### config.mk
export PLATFORM = sky130hd
export DESIGN_NAME = mig_write_sequencer_flat
export DESIGN_NICKNAME = d
export VERILOG_FILES = /design/src/rtl/mig_write_sequencer_if.sv /design/src/rtl/mig_write_sequencer.sv /design/src/flat_wrapper.sv
export SDC_FILE = /design/constraint.sdc
export NUM_CORES = 2
export LEC_CHECK = 0
export CAP_MARGIN = 0
export CORE_MARGIN = 10
export CORE_UTILIZATION = 51
export CTS_CLUSTER_DIAMETER = 120
export DETAILED_ROUTE_END_ITERATION = 12
export MAX_ROUTING_LAYER = met4
export PLACE_DENSITY_LB_ADDON = 0.1
export SLEW_MARGIN = 20
export SYNTH_ARGS = -nofsm -noshare
export SYNTH_HDL_FRONTEND = slang
export SYNTH_SLANG_ARGS = --single-unit
### constraint.sdc
create_clock -name clk_ram -period 2.9 [get_ports clk_ram]
set_clock_uncertainty 0.15 [all_clocks]
set_input_delay 0.58 -clock clk_ram [delete_from_list [all_inputs] [get_ports clk_ram]]
set_output_delay 0.58 -clock clk_ram [all_outputs]
set_load 0.005 [all_outputs]
### src/rtl/mig_write_sequencer_if.sv
// Bus bundle between the write sequencer, the clock-crossing FIFO read ports and the MIG user interface.
// The master side is the sequencer and the slave side is the FIFOs plus the MIG.
interface mig_write_sequencer_if;
  logic         cmd_fifo_rd_en;
  logic [29:0]  cmd_fifo_rd_data;
  logic [8:0]   cmd_fifo_rd_size;
  logic         data_fifo_rd_en;
  logic [255:0] data_fifo_rd_data;
  logic [9:0]   data_fifo_rd_size;
  logic [28:0]  app_addr;
  logic [2:0]   app_cmd;
  logic         app_en;
  logic         app_rdy;
  logic [255:0] app_wdf_data;
  logic         app_wdf_end;
  logic [31:0]  app_wdf_mask;
  logic         app_wdf_wren;
  logic         app_wdf_rdy;
  logic         app_ref_req;
  logic         app_sr_req;
  logic         app_zq_req;

  modport master (
    output cmd_fifo_rd_en, data_fifo_rd_en,
           app_addr, app_cmd, app_en,
           app_wdf_data, app_wdf_end, app_wdf_mask, app_wdf_wren,
           app_ref_req, app_sr_req, app_zq_req,
    input  cmd_fifo_rd_data, cmd_fifo_rd_size,
           data_fifo_rd_data, data_fifo_rd_size,
           app_rdy, app_wdf_rdy
  );

  modport slave (
    input  cmd_fifo_rd_en, data_fifo_rd_en,
           app_addr, app_cmd, app_en,
           app_wdf_data, app_wdf_end, app_wdf_mask, app_wdf_wren,
           app_ref_req, app_sr_req, app_zq_req,
    output cmd_fifo_rd_data, cmd_fifo_rd_size,
           data_fifo_rd_data, data_fifo_rd_size,
           app_rdy, app_wdf_rdy
  );
endinterface

### src/rtl/mig_write_sequencer.sv
// Pops one command and two data words per burst from the CDC FIFOs and issues them to the MIG
// user interface with independent command/data handshakes; keeps burst and stall counters.
//
// state | meaning
// IDLE  | waiting for enable plus one command and two data words
// POP0  | pop command and first data word
// POP1  | pop second data word; capture command and first data word
// CAPT  | capture second data word; drop read commands or load the MIG outputs
// ISSUE | command and write data handshaked with the MIG independently
module mig_write_sequencer #(
  parameter int unsigned COUNTER_WIDTH = 32,
  parameter logic [31:0] WDF_MASK      = 32'h0
) (
  input  logic                     clk_ram,
  input  logic                     rst_n,
  input  logic                     enable,
  mig_write_sequencer_if.master    bus,
  output logic                     busy,
  output logic                     cmd_err,
  output logic [COUNTER_WIDTH-1:0] bursts_done,
  output logic [COUNTER_WIDTH-1:0] stall_cycles
);

  typedef enum logic [2:0] {IDLE, POP0, POP1, CAPT, ISSUE} state_t;

  state_t       state;
  logic [29:0]  cmd_reg;
  logic [255:0] d0;
  logic [255:0] d1;
  logic         cmd_done;
  logic         beat;

  logic start;
  logic cmd_acc;
  logic wdf_acc;
  logic cmd_done_nxt;
  logic data_done_nxt;
  logic stall;

  assign start   = enable && (bus.cmd_fifo_rd_size != 9'd0) && (bus.data_fifo_rd_size >= 10'd2);
  assign cmd_acc = bus.app_en & bus.app_rdy;
  assign wdf_acc = bus.app_wdf_wren & bus.app_wdf_rdy;
  assign stall   = (bus.app_en & ~bus.app_rdy) | (bus.app_wdf_wren & ~bus.app_wdf_rdy);

  // Completion may coincide with the final handshakes, so look at next-cycle status.
  assign cmd_done_nxt  = cmd_done | cmd_acc;
  assign data_done_nxt = beat & (wdf_acc | ~bus.app_wdf_wren);

  assign bus.cmd_fifo_rd_en  = (state == POP0);
  assign bus.data_fifo_rd_en = (state == POP0) || (state == POP1);
  assign bus.app_wdf_mask    = WDF_MASK;
  assign bus.app_ref_req     = 1'b0;
  assign bus.app_sr_req      = 1'b0;
  assign bus.app_zq_req      = 1'b0;
  assign busy                = (state != IDLE);

  always_ff @(posedge clk_ram) begin
    if (!rst_n) begin
      state            <= IDLE;
      cmd_reg          <= '0;
      d0               <= '0;
      d1               <= '0;
      cmd_done         <= 1'b0;
      beat             <= 1'b0;
      cmd_err          <= 1'b0;
      bursts_done      <= '0;
      stall_cycles     <= '0;
      bus.app_addr     <= '0;
      bus.app_cmd      <= '0;
      bus.app_en       <= 1'b0;
      bus.app_wdf_data <= '0;
      bus.app_wdf_end  <= 1'b0;
      bus.app_wdf_wren <= 1'b0;
    end else begin
      case (state)
        IDLE: if (start) state <= POP0;
        POP0: state <= POP1;
        POP1: begin
          cmd_reg <= bus.cmd_fifo_rd_data;
          d0      <= bus.data_fifo_rd_data;
          state   <= CAPT;
        end
        CAPT: begin
          d1 <= bus.data_fifo_rd_data;
          if (cmd_reg[29]) begin
            cmd_err <= 1'b1;
            state   <= IDLE;
          end else begin
            bus.app_en       <= 1'b1;
            bus.app_addr     <= cmd_reg[28:0];
            bus.app_cmd      <= 3'b000;
            bus.app_wdf_wren <= 1'b1;
            bus.app_wdf_data <= d0;
            bus.app_wdf_end  <= 1'b0;
            cmd_done         <= 1'b0;
            beat             <= 1'b0;
            state            <= ISSUE;
          end
        end
        ISSUE: begin
          if (cmd_acc) begin
            bus.app_en <= 1'b0;
            cmd_done   <= 1'b1;
          end
          if (wdf_acc) begin
            if (!beat) begin
              bus.app_wdf_data <= d1;
              bus.app_wdf_end  <= 1'b1;
              beat             <= 1'b1;
            end else begin
              bus.app_wdf_wren <= 1'b0;
              bus.app_wdf_end  <= 1'b0;
            end
          end
          if (stall && (stall_cycles != '1))
            stall_cycles <= stall_cycles + COUNTER_WIDTH'(1);
          if (cmd_done_nxt && data_done_nxt) begin
            state <= IDLE;
            if (bursts_done != '1)
              bursts_done <= bursts_done + COUNTER_WIDTH'(1);
          end
        end
        default: state <= IDLE;
      endcase
    end
  end

endmodule

### src/flat_wrapper.sv
// flat-port wrapper written by rule: the top's interface ports become plain ports
module mig_write_sequencer_flat 
#(
  parameter int unsigned COUNTER_WIDTH = 32,
  parameter logic [31:0] WDF_MASK      = 32'h0
)
  (clk_ram, rst_n, enable, busy, cmd_err, bursts_done, stall_cycles, bus_cmd_fifo_rd_en, bus_data_fifo_rd_en, bus_app_addr, bus_app_cmd, bus_app_en, bus_app_wdf_data, bus_app_wdf_end, bus_app_wdf_mask, bus_app_wdf_wren, bus_app_ref_req, bus_app_sr_req, bus_app_zq_req, bus_cmd_fifo_rd_data, bus_cmd_fifo_rd_size, bus_data_fifo_rd_data, bus_data_fifo_rd_size, bus_app_rdy, bus_app_wdf_rdy);
  mig_write_sequencer_if bus_i ();
  input  logic clk_ram;
  input  logic rst_n;
  input  logic enable;
  output logic busy;
  output logic cmd_err;
  output logic [COUNTER_WIDTH-1:0] bursts_done;
  output logic [COUNTER_WIDTH-1:0] stall_cycles;
  output wire logic [$bits(bus_i.cmd_fifo_rd_en)-1:0] bus_cmd_fifo_rd_en;
  output wire logic [$bits(bus_i.data_fifo_rd_en)-1:0] bus_data_fifo_rd_en;
  output wire logic [$bits(bus_i.app_addr)-1:0] bus_app_addr;
  output wire logic [$bits(bus_i.app_cmd)-1:0] bus_app_cmd;
  output wire logic [$bits(bus_i.app_en)-1:0] bus_app_en;
  output wire logic [$bits(bus_i.app_wdf_data)-1:0] bus_app_wdf_data;
  output wire logic [$bits(bus_i.app_wdf_end)-1:0] bus_app_wdf_end;
  output wire logic [$bits(bus_i.app_wdf_mask)-1:0] bus_app_wdf_mask;
  output wire logic [$bits(bus_i.app_wdf_wren)-1:0] bus_app_wdf_wren;
  output wire logic [$bits(bus_i.app_ref_req)-1:0] bus_app_ref_req;
  output wire logic [$bits(bus_i.app_sr_req)-1:0] bus_app_sr_req;
  output wire logic [$bits(bus_i.app_zq_req)-1:0] bus_app_zq_req;
  input wire logic [$bits(bus_i.cmd_fifo_rd_data)-1:0] bus_cmd_fifo_rd_data;
  input wire logic [$bits(bus_i.cmd_fifo_rd_size)-1:0] bus_cmd_fifo_rd_size;
  input wire logic [$bits(bus_i.data_fifo_rd_data)-1:0] bus_data_fifo_rd_data;
  input wire logic [$bits(bus_i.data_fifo_rd_size)-1:0] bus_data_fifo_rd_size;
  input wire logic [$bits(bus_i.app_rdy)-1:0] bus_app_rdy;
  input wire logic [$bits(bus_i.app_wdf_rdy)-1:0] bus_app_wdf_rdy;
  assign bus_cmd_fifo_rd_en = bus_i.cmd_fifo_rd_en;
  assign bus_data_fifo_rd_en = bus_i.data_fifo_rd_en;
  assign bus_app_addr = bus_i.app_addr;
  assign bus_app_cmd = bus_i.app_cmd;
  assign bus_app_en = bus_i.app_en;
  assign bus_app_wdf_data = bus_i.app_wdf_data;
  assign bus_app_wdf_end = bus_i.app_wdf_end;
  assign bus_app_wdf_mask = bus_i.app_wdf_mask;
  assign bus_app_wdf_wren = bus_i.app_wdf_wren;
  assign bus_app_ref_req = bus_i.app_ref_req;
  assign bus_app_sr_req = bus_i.app_sr_req;
  assign bus_app_zq_req = bus_i.app_zq_req;
  assign bus_i.cmd_fifo_rd_data = bus_cmd_fifo_rd_data;
  assign bus_i.cmd_fifo_rd_size = bus_cmd_fifo_rd_size;
  assign bus_i.data_fifo_rd_data = bus_data_fifo_rd_data;
  assign bus_i.data_fifo_rd_size = bus_data_fifo_rd_size;
  assign bus_i.app_rdy = bus_app_rdy;
  assign bus_i.app_wdf_rdy = bus_app_wdf_rdy;
  mig_write_sequencer #(.COUNTER_WIDTH(COUNTER_WIDTH), .WDF_MASK(WDF_MASK)) u_core (.clk_ram(clk_ram), .rst_n(rst_n), .enable(enable), .bus(bus_i), .busy(busy), .cmd_err(cmd_err), .bursts_done(bursts_done), .stall_cycles(stall_cycles));
endmodule
* After elaboration in Yosys (flattened, before gate mapping)
Index checks and enable logic that the tools add are counted.
W data, S select, Z words.
** Word-level totals
- Logic and storage cells :: 82
- Output and inout port bits :: 394
- Register bits :: 900
** Cells by class
- Add/subtract/negate cells :: 2
- Bitwise logic cells :: 12
- Reductions and logical operators :: 18
- Multiplexer cells :: 22
- $lt $le $gt $ge :: 1
- Eq/ne operators :: 13
** Operators with widths (number)
- $mux W256 :: 3
- $pmux W256 S2 :: 1
- $add A32 B1 Y32 const B :: 2
- $ne A32 B32 Y1 const B :: 2
- $pmux W3 S5 :: 1
- $ge A10 B2 Y1 const B :: 1
- $ne A2 B1 Y1 const B :: 5
- $pmux W1 S2 :: 5
- $mux W1 :: 9
- $mux W3 :: 3
- $reduce_and A3 Y1 :: 3
- $reduce_bool A9 Y1 :: 1
- $reduce_and A2 Y1 :: 4
- $reduce_and A4 Y1 :: 2
- $eq A3 B2 Y1 const B :: 2
- $and A1 B1 Y1 :: 5
- $logic_and A1 B1 Y1 :: 4
- $ne A2 B2 Y1 const B :: 2
- $not A1 Y1 :: 4
- $eq A3 B1 Y1 const B :: 1
- $eq A3 B3 Y1 const B :: 1
- $logic_not A3 Y1 :: 1
- $or A1 B1 Y1 :: 3
- $reduce_bool A3 Y1 :: 1
- 2 further kinds :: 2

* Logic depth before layout (Yosys ltp)
- Depth in word-level cells :: 6
- Mapped depth :: 10

* Worst setup path before layout
OpenSTA, ideal clock, no wires.
- Path kind :: flip-flop to flip-flop
- Start point :: reg u_core.stall_cycles[4]
- End point :: reg u_core.stall_cycles[0]
- Cell stages (with the launch flop) :: 8
- Slack :: 0.586 ns
- Library setup time :: 0.128 ns
- Data arrival time :: 2.036 ns
- Cells stage by stage :: dfxtp_1 nand4_2 or4_1 o31ai_2 buf_2 buf_2 xor2_1 nor2_1
** On the way
- Longest elaborated chain between the ends :: 3
** RTL lines
- start: declaration :: line mig_write_sequencer.sv:21 : output logic [COUNTER_WIDTH-1:0] stall_cycles
- start signal: assignment :: line mig_write_sequencer.sv:116 : stall_cycles <= stall_cycles + COUNTER_WIDTH'(1);
- $ne A32 B32 Y1 :: line mig_write_sequencer.sv:115 : if (stall && (stall_cycles != '1))
- $logic_and A1 B1 Y1 :: line mig_write_sequencer.sv:115
- $reduce_and A2 Y1 (no source line)
No other way between the ends.
A chain may end at the register's enable or synchronous reset.

* Worst setup path in the final report
- Start point :: reg u_core.state[1]
- End point :: out busy
** On the way
- Longest elaborated chain between the ends :: 1
** RTL lines
- start: declaration :: line mig_write_sequencer.sv:26 : state_t state;
- start signal: assignment :: line mig_write_sequencer.sv:59 : state <= IDLE;
- start signal: assignment :: line mig_write_sequencer.sv:76 : IDLE: if (start) state <= POP0;
- start signal: assignment :: line mig_write_sequencer.sv:77 : POP0: state <= POP1;
- $reduce_bool A3 Y1 :: line mig_write_sequencer.sv:55 : assign busy = (state != IDLE);
- end: declaration :: line flat_wrapper.sv:12 : output logic busy;
No other way between the ends.

==> impl_metrics.csv <==
group,metric,value,unit
status,status,"finished, final reports clean",
sta,fin_crit_sh,95.9,%
logic_synthesis,synth_warnings,0,
cts,path_clk_slew,0.06,ns
floorplanning,die_y,279,µm
global_routing,first_global_vias,29400,
power,switchingPower,6.91,mW
layout,stdcell_count,5871,
logic_synthesis,ys_seq_area_share,52.8,%
setup_path,worstRegToRegCells,5,
min_path,hold_start,"u_core.cmd_reg[5]",
sta,hold_viol,0,
min_path,hold_depth,2,
sta,fin_setup_tns,0,ns
layout,fin_nets,5197,
sta,setup_viol,0,
placed_design,placed_cells,5655,
sta,period_minus_slack,2.78,ns
layout,final_cell_mix,"1697 x nand2_1, 899 x dfxtp_1, 663 x clkdlybuf4s50_1, 615 x a21oi_1, 278 x nor2_1",
drt,detail_route.iter0.violations,2787,
setup_path,cpPeakStageDelay,0.59,ns
floorplanning,start_util,51.6,%
setup_path,r2r_slack,0.35,ns
power,p_per_area,630,nW/µm²
cts,tritoncts,"built",
power,vdd_ir_drop_max,0.559,mV
setup_path,critPathTopFamily,"buffers and inverters",
logic_synthesis,synth_top_area_share,52.8,%
global_routing,grt_antenna_before_repair,47,
drt,vias,31700,
floorplanning,core,66100,µm²
sta,slew_viol_final,0,
sta,grt_setup_unrepaired,"false",
logic_synthesis,syn_area,34100,µm²
setup_path,crit_path_end_kind,"output port",
layout,top_regs,"u_core.bus.app_wdf_data (256), u_core.d0 (256), u_core.d1 (256)",
layout,final_common_cell,"nand2_1",
logic_synthesis,synth.largest_area_cell,"dfxtp_1",
logic_synthesis,synth_area_leaders,"dfxtp_1 53%, nand2_1 19%, a21oi_1 9.0%, a311oi_1 6.6%, clkbuf_1 3.4%",
global_routing,grt_max_degree,157,
setup_path,required,2.17,ns
power,leakage,14.2,nW
power,seq_power_share,46.9,%
logic_synthesis,synthDistinctLibCells,54,
logic_synthesis,synth_ff_type,"dfxtp_1",
drt,drc,0,
layout,drive_gt1_share,5.08,%
sta,relSlewSlack,38.8,%
sta,holdWs,0.300,ns
drt,wl_per_cell,19.0,µm
placed_design,dp_hpwl,71.4,mm
floorplanning,row_count,94,
placed_design,portBuffers,664,
setup_path,critPathArrivalTime,2.05,ns
logic_synthesis,async_reset_ff_share,0,%
drt,ant_nets,0,
logic_synthesis,synth-edff-count,0,
setup_path,critical_path_buf_inv_count,2,
floorplanning,dieWidth,279,µm
cts,cts_resized,1,
power,p_int,21.3,mW
cts,cts_made_buffers,92,
floorplanning,io_pins,704,
layout,fin_util,67.7,%
cts,insertion_delay,0.64,ns
drt,routed_wl,112,mm
flow_run,max-cap-violations,0,
power,combPwrFrac,10.4,%
logic_synthesis,ys_ff_latch,900,
power,swShare,24.5,%
global_routing,grt_overflow,0,
cts,hold_buffers,0,
global_routing,grt_pass1_wl,169,mm
logic_synthesis,synthCells,4390,
setup_path,crit_fanout,9,
layout,area_delta_synth_final,31.1,%
cts,numClockSinks,900,
global_routing,grt_util_all_layers,27.9,%
cts,cts_max_path_buffers,3,
sta,clock.fmax,359,MHz
setup_path,crit_chain,"buf_4 -> or3_1 -> clkdlybuf4s50_1",
cts,postCtsSetupBuffers,0,
logic_synthesis,avgSynthCellArea,7.77,µm²
setup_path,start_kind,"flop",
setup_path,cp_slowest_cell,"clkdlybuf4s50_1",
setup_path,reg2reg_from,"u_core.state[2]",
cts,cts-root-buf,"clkbuf_16",
drt,dr.pass1.iters,6,
setup_path,criticalPathCategory,"reg2out",
power,clockPowerShare,42.6,%
placed_design,gp_congestion,0.855,
min_path,holdCritPathClass,"reg2reg",
floorplanning,dieArea,77700,µm²
drt,viasPerCell,5.41,
min_path,holdPathEnd,"u_core.bus.app_addr[5]",
sta,worstMarginPinSlew,0.918,ns
setup_path,reg2reg_to,"u_core.bursts_done[31]",
cts,htreeDepth,3,
[kinds of logic (layout without fill, tap and decap cells)]
group / after synthesis / count (layout) / synth area share (%)
AO/OA/AOI/OAI: 939 / 939 / 16.9
XOR/XNOR: 8 / 8 / 0.205
adder cells (fa/ha/maj): 2 / 2 / 0.0733
buffers and inverters: 397 / 930 / 4.90
flip-flops: 900 / 900 / 52.8
multiplexers: 11 / 11 / 0.323
other: 1 / 85 / 0.0110
AND/OR/NAND/NOR: 2132 / 2132 / 24.7
[layout make-up]
type                       instances  area, µm²
tap                              864       1080
multi-input combinational       3130      14600
clock inverter                    30        339
clock buffer                     139       2750
timing repair buffer             750       7770
antenna                           47        118
inverter                          11       48.8
fill                            5687      21400
sequential                       900      18000
[power by group through the flow]
stage	logic, mW	registers (mW)	clock network [mW]
5_1_grt	3.23	13.3	12.7
3_3_place_gp	2.90	13.5	0
3_5_place_dp	2.94	13.5	0
6_report	2.94	13.2	12.0
4_1_cts	2.95	13.2	12.2
2_1_floorplan	1.49	13.4	0
[layer usage]
layer	vias to the layer above	global-route usage, %	part of all wire, %
li1	15700	-	-
met1	14900	31.7	39
met2	988	44.1	48
met3	215	7.95	7.9
met4	0	15.1	4.7
met5	-	-	0
[cells in the mapped netlist (5+ instances only)]
master / instances
nor4_1: 11
and4_1: 8
a21oi_1: 615
o21ai_0: 33
clkbuf_1: 305
nand2b_1: 17
inv_1: 10
or4_1: 10
buf_4: 38
buf_2: 31
or3_1: 32
dfxtp_1: 900
xor2_1: 5
o31ai_1: 11
nand3_1: 24
buf_1: 12
nand2_1: 1698
nor2_1: 279
mux2i_1: 11
nand4_1: 22
a311oi_1: 256
nor3_1: 8
[through the flow]
step                      cell area, µm²  total power [mW]  setup WS [ns]
final                              44700              28.2          0.118
after global routing               44700              29.2         0.0315
after CTS                          44600              28.4         0.0263
after detailed placement           41500              16.4        -0.0222
after global placement             41500              16.4        -0.0244
after floorplan                    34300              14.9          0.586
[tightest hold or removal path: cells and delay by family, from the launching register on]
family | cells | cell delay (ns)
AO/OA/AOI/OAI | 1 | 0.05
flip-flops | 1 | 0.31
AND/OR/NAND/NOR | 1 | 0.05
[how the worst max path moves through the flow]
stage                                       from                       to  slack [ns]  cells past startpoint
after floorplan           u_core.stall_cycles[4]   u_core.stall_cycles[0]        0.59                      7
after global placement               bus_app_rdy  u_core.stall_cycles[27]       -0.02                      7
after detailed placement             bus_app_rdy  u_core.stall_cycles[27]       -0.02                      7
after CTS                        u_core.state[1]      bus_data_fifo_rd_en        0.03                      4
after global routing             u_core.state[1]                     busy        0.03                      3
final                            u_core.state[1]                     busy        0.12                      3
(Power assumes the default switching activity.)
